$ cat config.mk
export PLATFORM = sky130hd
export DESIGN_NAME = mul_div_unit_flat
export DESIGN_NICKNAME = d
export VERILOG_FILES = /design/src/rtl/mul_div_unit_if.sv /design/src/rtl/mul_div_unit.sv /design/src/flat_wrapper.sv
export SDC_FILE = /design/constraint.sdc
export NUM_CORES = 1
export LEC_CHECK = 0
export CORE_UTILIZATION = 50
export DETAILED_ROUTE_END_ITERATION = 8
export MAX_ROUTING_LAYER = met4
export PLACE_DENSITY = 0.67
export RECOVER_POWER = 100
export SLEW_MARGIN = 15
export SYNTH_ARGS = -nofsm -noshare
export SYNTH_HDL_FRONTEND = slang
export SYNTH_SLANG_ARGS = --single-unit
$ cat constraint.sdc
create_clock -name Clk_i -period 10.9 [get_ports Clk_i]
set_input_delay 2.725 -clock Clk_i [delete_from_list [all_inputs] [get_ports Clk_i]]
set_output_delay 2.725 -clock Clk_i [all_outputs]
set_load 0.1 [all_outputs]
$ cat src/rtl/mul_div_unit_if.sv
// Request/response bundle between the execute stage and the iterative multiply/divide unit.
// The pipeline side is the master; the arithmetic unit is the slave.
interface mul_div_unit_if #(
    parameter int XLEN = 32
);
    logic            Start_i;
    logic [2:0]      Funct3_i;
    logic [XLEN-1:0] InA_i;
    logic [XLEN-1:0] InB_i;
    logic            Flush_i;
    logic            Busy_o;
    logic            Done_o;
    logic [XLEN-1:0] Result_o;

    modport master (
        output Start_i, Funct3_i, InA_i, InB_i, Flush_i,
        input  Busy_o, Done_o, Result_o
    );

    modport slave (
        input  Start_i, Funct3_i, InA_i, InB_i, Flush_i,
        output Busy_o, Done_o, Result_o
    );
endinterface

$ cat src/rtl/mul_div_unit.sv
// Iterative RV32M multiply/divide unit: one bit per cycle, shift-add multiply and
// restoring divide on operand magnitudes, with sign correction on the way out.
module mul_div_unit #(
    parameter int XLEN = 32
) (
    input  logic          Clk_i,
    input  logic          Rst_i,
    mul_div_unit_if.slave bus
);
    localparam int CW = $clog2(XLEN) + 1;

    localparam logic [2:0] F_MUL    = 3'b000;
    localparam logic [2:0] F_MULH   = 3'b001;
    localparam logic [2:0] F_MULHSU = 3'b010;
    localparam logic [2:0] F_DIV    = 3'b100;
    localparam logic [2:0] F_REM    = 3'b110;

    typedef enum logic [1:0] {IDLE, CALC, DONE} state_e;

    state_e            state_q, state_d;
    logic [2:0]        op_q, op_d;
    logic [CW-1:0]     cnt_q, cnt_d;
    logic [2*XLEN-1:0] acc_q, acc_d;
    logic [XLEN-1:0]   opb_q, opb_d;
    logic              neg_res_q, neg_res_d;
    logic              neg_rem_q, neg_rem_d;
    logic              done_q, done_d;
    logic [XLEN-1:0]   result_q, result_d;

    logic              a_signed, b_signed, neg_a, neg_b, div_zero, div_ovf;
    logic [XLEN-1:0]   mag_a, mag_b, special_res;

    // Entry decode: magnitudes, sign flags and the no-iteration special cases.
    always_comb begin
        a_signed = (bus.Funct3_i == F_MULH) || (bus.Funct3_i == F_MULHSU) ||
                   (bus.Funct3_i == F_DIV)  || (bus.Funct3_i == F_REM);
        b_signed = (bus.Funct3_i == F_MULH) || (bus.Funct3_i == F_DIV) ||
                   (bus.Funct3_i == F_REM);
        neg_a    = a_signed && bus.InA_i[XLEN-1];
        neg_b    = b_signed && bus.InB_i[XLEN-1];
        mag_a    = neg_a ? -bus.InA_i : bus.InA_i;
        mag_b    = neg_b ? -bus.InB_i : bus.InB_i;
        div_zero = bus.Funct3_i[2] && (bus.InB_i == '0);
        div_ovf  = ((bus.Funct3_i == F_DIV) || (bus.Funct3_i == F_REM)) &&
                   (bus.InA_i == {1'b1, {(XLEN-1){1'b0}}}) && (bus.InB_i == '1);
        if (div_zero) special_res = bus.Funct3_i[1] ? bus.InA_i : '1;
        else          special_res = bus.Funct3_i[1] ? '0 : bus.InA_i;
    end

    logic [XLEN:0]     mul_sum, rem_sh, div_diff;
    logic [2*XLEN-1:0] calc_next, prod;
    logic [XLEN-1:0]   quo, rem, final_res;

    // One iteration step; acc holds product hi:lo for multiply, remainder:quotient for divide.
    always_comb begin
        mul_sum  = {1'b0, acc_q[2*XLEN-1:XLEN]} + (acc_q[0] ? {1'b0, opb_q} : '0);
        rem_sh   = {acc_q[2*XLEN-1:XLEN], acc_q[XLEN-1]};
        div_diff = rem_sh - {1'b0, opb_q};
        if (!op_q[2])          calc_next = {mul_sum, acc_q[XLEN-1:1]};
        else if (div_diff[XLEN]) calc_next = {rem_sh[XLEN-1:0], acc_q[XLEN-2:0], 1'b0};
        else                   calc_next = {div_diff[XLEN-1:0], acc_q[XLEN-2:0], 1'b1};

        prod = neg_res_q ? -calc_next : calc_next;
        quo  = neg_res_q ? -calc_next[XLEN-1:0] : calc_next[XLEN-1:0];
        rem  = neg_rem_q ? -calc_next[2*XLEN-1:XLEN] : calc_next[2*XLEN-1:XLEN];
        if (op_q == F_MUL)  final_res = prod[XLEN-1:0];
        else if (!op_q[2])  final_res = prod[2*XLEN-1:XLEN];
        else if (!op_q[1])  final_res = quo;
        else                final_res = rem;
    end

    // NOTE: every signal assigned in this block gets a default first so no latch is inferred.
    always_comb begin
        state_d   = state_q;
        op_d      = op_q;
        cnt_d     = cnt_q;
        acc_d     = acc_q;
        opb_d     = opb_q;
        neg_res_d = neg_res_q;
        neg_rem_d = neg_rem_q;
        done_d    = 1'b0;
        result_d  = result_q;

        case (state_q)
            IDLE: begin
                if (bus.Start_i && !bus.Flush_i) begin
                    op_d      = bus.Funct3_i;
                    cnt_d     = '0;
                    opb_d     = mag_b;
                    acc_d     = {{XLEN{1'b0}}, mag_a};
                    neg_res_d = neg_a ^ neg_b;
                    neg_rem_d = neg_a;
                    if (div_zero || div_ovf) begin
                        state_d  = DONE;
                        done_d   = 1'b1;
                        result_d = special_res;
                    end else begin
                        state_d  = CALC;
                    end
                end
            end
            CALC: begin
                acc_d = calc_next;
                cnt_d = cnt_q + 1'b1;
                if (cnt_q == CW'(XLEN - 1)) begin
                    state_d  = DONE;
                    done_d   = 1'b1;
                    result_d = final_res;
                end
            end
            DONE:    state_d = IDLE;
            default: state_d = IDLE;
        endcase

        // A kill abandons the operation without touching the visible result.
        if (bus.Flush_i && (state_q != IDLE)) begin
            state_d  = IDLE;
            done_d   = 1'b0;
            result_d = result_q;
        end
    end

    // NOTE: sequential state uses non-blocking assignments so all flops update from pre-edge values.
    always_ff @(posedge Clk_i) begin
        if (Rst_i) begin
            state_q   <= IDLE;
            op_q      <= '0;
            cnt_q     <= '0;
            acc_q     <= '0;
            opb_q     <= '0;
            neg_res_q <= 1'b0;
            neg_rem_q <= 1'b0;
            done_q    <= 1'b0;
            result_q  <= '0;
        end else begin
            state_q   <= state_d;
            op_q      <= op_d;
            cnt_q     <= cnt_d;
            acc_q     <= acc_d;
            opb_q     <= opb_d;
            neg_res_q <= neg_res_d;
            neg_rem_q <= neg_rem_d;
            done_q    <= done_d;
            result_q  <= result_d;
        end
    end

    assign bus.Busy_o   = (state_q != IDLE);
    assign bus.Done_o   = done_q;
    assign bus.Result_o = result_q;
endmodule

$ cat src/flat_wrapper.sv
// flat-port wrapper written by rule: the top's interface ports become plain ports
module mul_div_unit_flat 
#(
    parameter int XLEN = 32
)
  (Clk_i, Rst_i, bus_Start_i, bus_Funct3_i, bus_InA_i, bus_InB_i, bus_Flush_i, bus_Busy_o, bus_Done_o, bus_Result_o);
  mul_div_unit_if #(.XLEN(XLEN)) bus_i ();
  input  logic Clk_i;
  input  logic Rst_i;
  input wire logic [$bits(bus_i.Start_i)-1:0] bus_Start_i;
  input wire logic [$bits(bus_i.Funct3_i)-1:0] bus_Funct3_i;
  input wire logic [$bits(bus_i.InA_i)-1:0] bus_InA_i;
  input wire logic [$bits(bus_i.InB_i)-1:0] bus_InB_i;
  input wire logic [$bits(bus_i.Flush_i)-1:0] bus_Flush_i;
  output wire logic [$bits(bus_i.Busy_o)-1:0] bus_Busy_o;
  output wire logic [$bits(bus_i.Done_o)-1:0] bus_Done_o;
  output wire logic [$bits(bus_i.Result_o)-1:0] bus_Result_o;
  assign bus_i.Start_i = bus_Start_i;
  assign bus_i.Funct3_i = bus_Funct3_i;
  assign bus_i.InA_i = bus_InA_i;
  assign bus_i.InB_i = bus_InB_i;
  assign bus_i.Flush_i = bus_Flush_i;
  assign bus_Busy_o = bus_i.Busy_o;
  assign bus_Done_o = bus_i.Done_o;
  assign bus_Result_o = bus_i.Result_o;
  mul_div_unit #(.XLEN(XLEN)) u_core (.Clk_i(Clk_i), .Rst_i(Rst_i), .bus(bus_i));
endmodule
## After elaboration in Yosys (flattened, before gate mapping)

Index checks and enable logic that the tools add are counted.

| storage, ports and cells | value |
|---|---|
| register bits after elaboration | 142 |
| latch bits | 0 |
| RAM bits | 0 |
| ROM bits | 0 |
| bits of input ports | 71 |
| output and inout bits | 34 |
| word-level logic and storage cells | 85 |
| memories kept | 0 |

| cells by class | value |
|---|---|
| add/subtract/negate cells | 8 |
| multipliers | 0 |
| div/mod/pow operators | 0 |
| $lt $le $gt $ge | 0 |
| equal/unequal tests | 11 |
| shift operators | 0 |
| mux-type cells | 30 |
| bitwise gates (word level) | 2 |
| reductions and logical operators | 25 |

Operators with widths:

| operator | count |
|---|---|
| $mux W32 | 14 |
| $mux W64 | 4 |
| $neg A32 Y32 | 4 |
| $pmux W64 S2 | 1 |
| $eq A32 B32 Y1 const B | 2 |
| $neg A64 Y64 | 1 |
| $pmux W32 S2 | 1 |
| $add A32 B33 Y33 | 1 |
| $sub A33 B32 Y33 | 1 |
| $logic_not A32 Y1 | 1 |
| $pmux W6 S2 | 1 |
| $logic_and A1 B1 Y1 | 7 |
| $logic_or A1 B1 Y1 | 7 |
| $add A6 B1 Y6 const B | 1 |
| $eq A3 B3 Y1 const B | 2 |
| $eq A6 B5 Y1 const B | 1 |
| $mux W2 | 3 |
| $mux W6 | 1 |
| $ne A2 B1 Y1 const B | 3 |
| $reduce_and A2 Y1 | 3 |
| $reduce_and A5 Y1 | 1 |
| $pmux W2 S2 | 1 |
| $reduce_bool A2 Y1 | 2 |
| $eq A3 B1 Y1 const B | 1 |
| 10 further kinds | 12 |

## Depth between registers and ports, before layout

| depth | value |
|---|---|
| depth after elaboration | 10 |
| mapped depth | 26 |
| mapped depth without buffers | 24 |

## Worst setup path after synthesis

Ideal clock, no wire load.

| path | value |
|---|---|
| path kind | input to register |
| start | input bus_InA_i[1] |
| end | register u_core.result_q[4], in the netlist u_core.bus.Result_o[4] |
| library setup time | 0.074 ns |
| arrival time | 5.920 ns |
| required time | 10.826 ns |
| path slack | 4.906 ns |
| stages on the path | 16 |
| buffers on the path | 1 |
| cells stage by stage | inv_1 -> ha_1 -> nand2_1 -> or4_1 -> nor3_1 -> nand3_1 -> nor4_1 -> nand4_1 -> nand2_1 -> a21oi_1 -> or4_1 -> buf_2 -> nor2_1 -> o21ai_0 -> a221o_1 -> a31oi_1 |

| between the ends | value |
|---|---|
| word-level cells in the longest chain between the ends | 6 |

RTL lines:

| what | RTL line | text |
|---|---|---|
| start, declared | flat_wrapper.sv:12 | `input wire logic [$bits(bus_i.InA_i)-1:0] bus_InA_i;` |
| $eq A32 B32 Y1 | mul_div_unit.sv:45 | `(bus.InA_i == {1'b1, {(XLEN-1){1'b0}}}) && (bus.InB_i == '1);` |
| $logic_and A1 B1 Y1 | mul_div_unit.sv:44 | `div_ovf = ((bus.Funct3_i == F_DIV) \|\| (bus.Funct3_i == F_REM)) &&` |
| $logic_and A1 B1 Y1 | mul_div_unit.sv:45 |  |
| $logic_or A1 B1 Y1 | mul_div_unit.sv:93 | `if (div_zero \|\| div_ovf) begin` |
| $ne A2 B1 Y1 (no line) | n/a |  |
| $reduce_and A5 Y1 (no line) | n/a |  |
| end signal, assigned | mul_div_unit.sv:144 | `result_q <= result_d;` |
| end, declared | mul_div_unit.sv:28 | `logic [XLEN-1:0] result_q, result_d;` |

Every way passes these cells.
A chain may end at the register's enable or synchronous reset.

## Worst setup path after layout

| path | value |
|---|---|
| start | input bus_InA_i[0] |
| end | register u_core.result_q[26], in the netlist u_core.bus.Result_o[26] |

The elaborated chain is that of the path after synthesis.

==> flow_summary.rst <==
.. list-table::
   :header-rows: 1

   * - Metric
     - Value
   * - Final antenna diode count
     - 0
   * - Count of cells along the worst hold path
     - 2
   * - Final weighted congestion in routability-driven placement
     - 0.992
   * - Number of buffers inserted to repair setup after CTS
     - 0
   * - Global-route wire length before repair
     - 94100 um
   * - Sum Neg Setup Slack
     - 0 ps
   * - Slew at the pin closest to its max-slew limit
     - 4550 ps
   * - Clock buffer count from CTS
     - 17
   * - Flops & latches, synth
     - 142
   * - Synth Flop Type
     - dfxtp_1
   * - Final routed wire length divided by cell count
     - 23.5 um
   * - Violation count after the first detailed-route iteration
     - 1987
   * - Final critical-path required period
     - 8940 ps
   * - Drc violations
     - 0
   * - Most common cell after layout, fill and taps aside
     - nor2_1
   * - Post-synth EDFFs
     - 0
   * - Cell depth of the worst flop-to-flop path
     - 25
   * - Highest net fanout along the worst path
     - 48
   * - Crit path cell chain
     - dlygate4sd3_1, inv_1, ha_1, nand2_1, or4_1, nor3_1, nand3_1, nor4_1, nand4_1, nand2_1, a21oi_1, nor4_2, clkbuf_1, nand2_1, a221o_1, o31a_1
   * - Synth unique cells
     - 102
   * - Chip Width
     - 179 um
   * - Most numerous cell on the critical path
     - nand2_1
   * - Final ANT Viol Nets
     - 0
   * - Maximum vdd ir drop
     - 0.000115 V
   * - Maximum Capacitance Violations
     - 3
   * - Overall fraction of global-route tracks in use
     - 0.400
   * - Worst min path class
     - register to register
   * - CTS tree
     - yes
   * - Syn Std Cell Area
     - 15700 um^2
   * - Net Switching
     - 0.769 mW
   * - Clock root cell
     - clkbuf_16
   * - Dominant cells by area after synthesis
     - dfxtp_1 (18%), nor2_1 (7.1%), a21oi_1 (5.8%)
   * - Initial cell density of the core
     - 0.510
   * - Number of setup violations in the final report
     - 0
   * - Worst Min Path Start
     - u_core.bus.Result_o[9]$_SDFFE_PP0P_
   * - Chip Height
     - 179 um
   * - Via total after detailed routing
     - 17816
   * - WL final
     - 62400 um
   * - Number of cell rows
     - 64
   * - Worst-path cell with the longest stage delay
     - clkbuf_1
   * - Number of sinks on the clock net
     - 142
   * - Number of I/O pins
     - 105
   * - Ys Warns
     - 0
   * - Clock slew seen by the registers of the worst setup and hold paths
     - 70 ps
   * - Max Fclk
     - 112 MHz
   * - Leading cell types in the layout, fill and taps excluded
     - nor2_1 (292), nand2_1 (214), a21oi_1 (182)
   * - Proportion of power drawn by combinational gates
     - 0.367
   * - Layout Utilization
     - 0.569
   * - Total internal power
     - 1.09 mW
   * - Ratio of final minimum period to clock period
     - 0.820
   * - HPWL after detailed placement
     - 46900 um
   * - Overall Power
     - 1.86 mW
   * - Worst-case register-to-register setup slack
     - 3370 ps
   * - Result of the run
     - finished, violations left
   * - Required time of the critical path
     - 11260 ps
   * - RSZ-0062 raised after global routing
     - false
   * - Post-cts sizing count
     - 0
   * - Fin. Hold Viols
     - 0
   * - Core Area
     - 30700 um^2
   * - Total power density per cell area
     - 106 nW/um^2
   * - Final nets
     - 2393
   * - Leakage power summed over all cells
     - 6.35 nW
   * - Number of slew-limit violations in the final report
     - 195
   * - Area share of the largest cell type after synthesis
     - 0.182
   * - Largest stage delay, worst path
     - 1650 ps
   * - Share of synthesized registers carrying an async set or reset
     - 0
   * - Number of H-tree branching levels
     - 4
   * - Top cell type by total area after synthesis
     - dfxtp_1
   * - Max Clock Skew
     - 19.5 ps
   * - Avg Cell Area, Syn
     - 7.01 um^2
   * - Sequential fraction of the synthesis area
     - 0.182
   * - Kind of launch point of the worst setup path
     - primary input
   * - Input/output buffers
     - 104
   * - Classification of the worst setup path
     - primary input to register
   * - Net Sw Frac
     - 0.414
   * - Max-slew headroom at the worst pin
     - -2.04
   * - Reg2reg end
     - u_core.bus.Result_o[28]$_SDFFE_PP0P_
   * - Endpoint of the worst hold-timing path
     - u_core.bus.Result_o[9]$_SDFFE_PP0P_
   * - Global route overflow
     - 0
   * - Vias in the first global route
     - 15953
   * - Synthesized Nets
     - 2377
   * - Synth Instances
     - 2234
   * - Violations in the final reports
     - max-capacitance violations, max-slew violations
   * - Worst reg2reg path startpoint
     - u_core.acc_q[31]$_SDFFE_PP0P_
   * - Clock network fraction of total power
     - 0.325
   * - Area growth, synth to finish
     - 11.4%
   * - Count of hold-fix buffers inserted at cts
     - 0
   * - Pre-antenna DRT Iters
     - 6
   * - Die footprint
     - 32000 um^2
   * - Tightest hold margin
     - 494 ps
   * - Deepest clock path buffer count
     - 2
   * - Clock latency reported for the late side of the worst-skew pair
     - 470 ps
   * - Antenna violations before repair
     - 1
   * - Part of the power in registers
     - 0.308
   * - Fraction of layout instances using a drive strength above 1
     - 0.0535
   * - Vias per cell
     - 6.70
   * - WP data arrival
     - 9290 ps
   * - CP Capture Type
     - register
   * - Maximum number of pins on one net before global-route repair
     - 100
==> metal layers <==
layer / up-vias / part of all wire / GRT usage
li1: 8231 / - / -
met3: 122 / 0.11 / 0.108
met2: 981 / 0.44 / 0.595
met5: - / 0 / -
met1: 8482 / 0.43 / 0.525
met4: 0 / 0.026 / 0.120
==> flip-flops by register name (all words and copies together) (netlist names) <==
| register | flops |
|---|---|
| u_core.bus.Result_o | 32 |
| u_core.neg_res_q | 1 |
| u_core.neg_rem_q | 1 |
| u_core.opb_q | 32 |
| u_core.bus.Done_o | 1 |
| u_core.state_q | 2 |
| u_core.acc_q | 64 |
| u_core.cnt_q | 6 |
| u_core.op_q | 3 |
==> logic make-up (layout without fill, tap and decap cells) <==
family,count (synthesis),in the layout,synth area share
compound gates,686,686,0.293
xor+xnor,180,180,0.101
fa+ha+maj,95,95,0.0732
buf+inv,205,234,0.0515
flops,142,142,0.182
mux,42,42,0.0273
simple gates,884,884,0.273
==> area by class of cell <==
cell class / instances / area, um^2
Clock inverter: 15 / 151
Inverter: 73 / 274
Timing Repair Buffer: 129 / 1210
Clock buffer: 17 / 425
Tap cell: 396 / 495
Fill cell: 2983 / 13200
Sequential cell: 142 / 2850
Multi-Input combinational cell: 1887 / 12000
==> cells in the mapped netlist (all sizes together) (6+ instances only) <==
| cell | instances |
|---|---|
| a2111oi | 11 |
| a31oi | 52 |
| a31o | 8 |
| a41oi | 6 |
| dfxtp | 142 |
| or4 | 11 |
| and3 | 13 |
| nand2b | 19 |
| o21bai | 6 |
| nand4 | 33 |
| a21o | 14 |
| nand2 | 216 |
| nand3 | 78 |
| or3 | 25 |
| ha | 70 |
| nor3 | 59 |
| xnor2 | 104 |
| o221ai | 11 |
| nor2 | 296 |
| inv | 72 |
| mux2i | 37 |
| maj3 | 23 |
| clkbuf | 91 |
| nor4 | 22 |
| buf | 41 |
| a22oi | 10 |
| nor3b | 9 |
| xor2 | 76 |
| nor2b | 12 |
| nand3b | 9 |
| o22ai | 7 |
| o21a | 16 |
| o21ai | 152 |
| a211oi | 43 |
| a21oi | 186 |
| and2 | 52 |
| a311oi | 16 |
| a221oi | 38 |
| o31ai | 33 |
| o41ai | 11 |
| or2 | 14 |
| o211ai | 22 |
==> worst max-delay path, delay by kind of cell <==
family,cells,cell delay (ps)
AOI/OAI and AO/OA,3,750
adders and majority gates,1,170
buffers and inverters,3,2360
and+or+nand+nor,9,3240
==> per-stage QoR <==
stage / std cells / setup WS, ps / area (um^2)
detailed placement: 2627 / 2990 / 16900
floorplan: 2234 / 4910 / 15700
finish: 2659 / 1960 / 17400
CTS: 2659 / 3470 / 17500
global placement: 2627 / 3190 / 16900
global route: 2659 / 1490 / 17400
==> power by group through the flow <==
stage / Clock (mW) / Sequential (mW) / Combinational, mW
CTS: 0.606 / 0.570 / 0.662
detailed placement: 0 / 0.582 / 0.658
global placement: 0 / 0.582 / 0.654
finish: 0.603 / 0.573 / 0.681
global route: 0.627 / 0.574 / 0.727
floorplan: 0 / 0.590 / 0.433
==> how the worst max path moves through the flow <==
| stage | endpoint | start | slack [ps] |
|---|---|---|---|
| CTS | u_core.bus.Result_o[4]$_SDFFE_PP0P_ | bus_InA_i[0] | 3470 |
| global placement | u_core.bus.Result_o[4]$_SDFFE_PP0P_ | bus_InB_i[3] | 3190 |
| floorplan | u_core.bus.Result_o[4]$_SDFFE_PP0P_ | bus_InA_i[1] | 4910 |
| finish | u_core.bus.Result_o[26]$_SDFFE_PP0P_ | bus_InA_i[0] | 1960 |
| detailed placement | u_core.bus.Result_o[4]$_SDFFE_PP0P_ | bus_InA_i[0] | 2990 |
| global route | u_core.bus.Result_o[26]$_SDFFE_PP0P_ | bus_InA_i[0] | 1490 |
(Power assumes the default switching activity.)
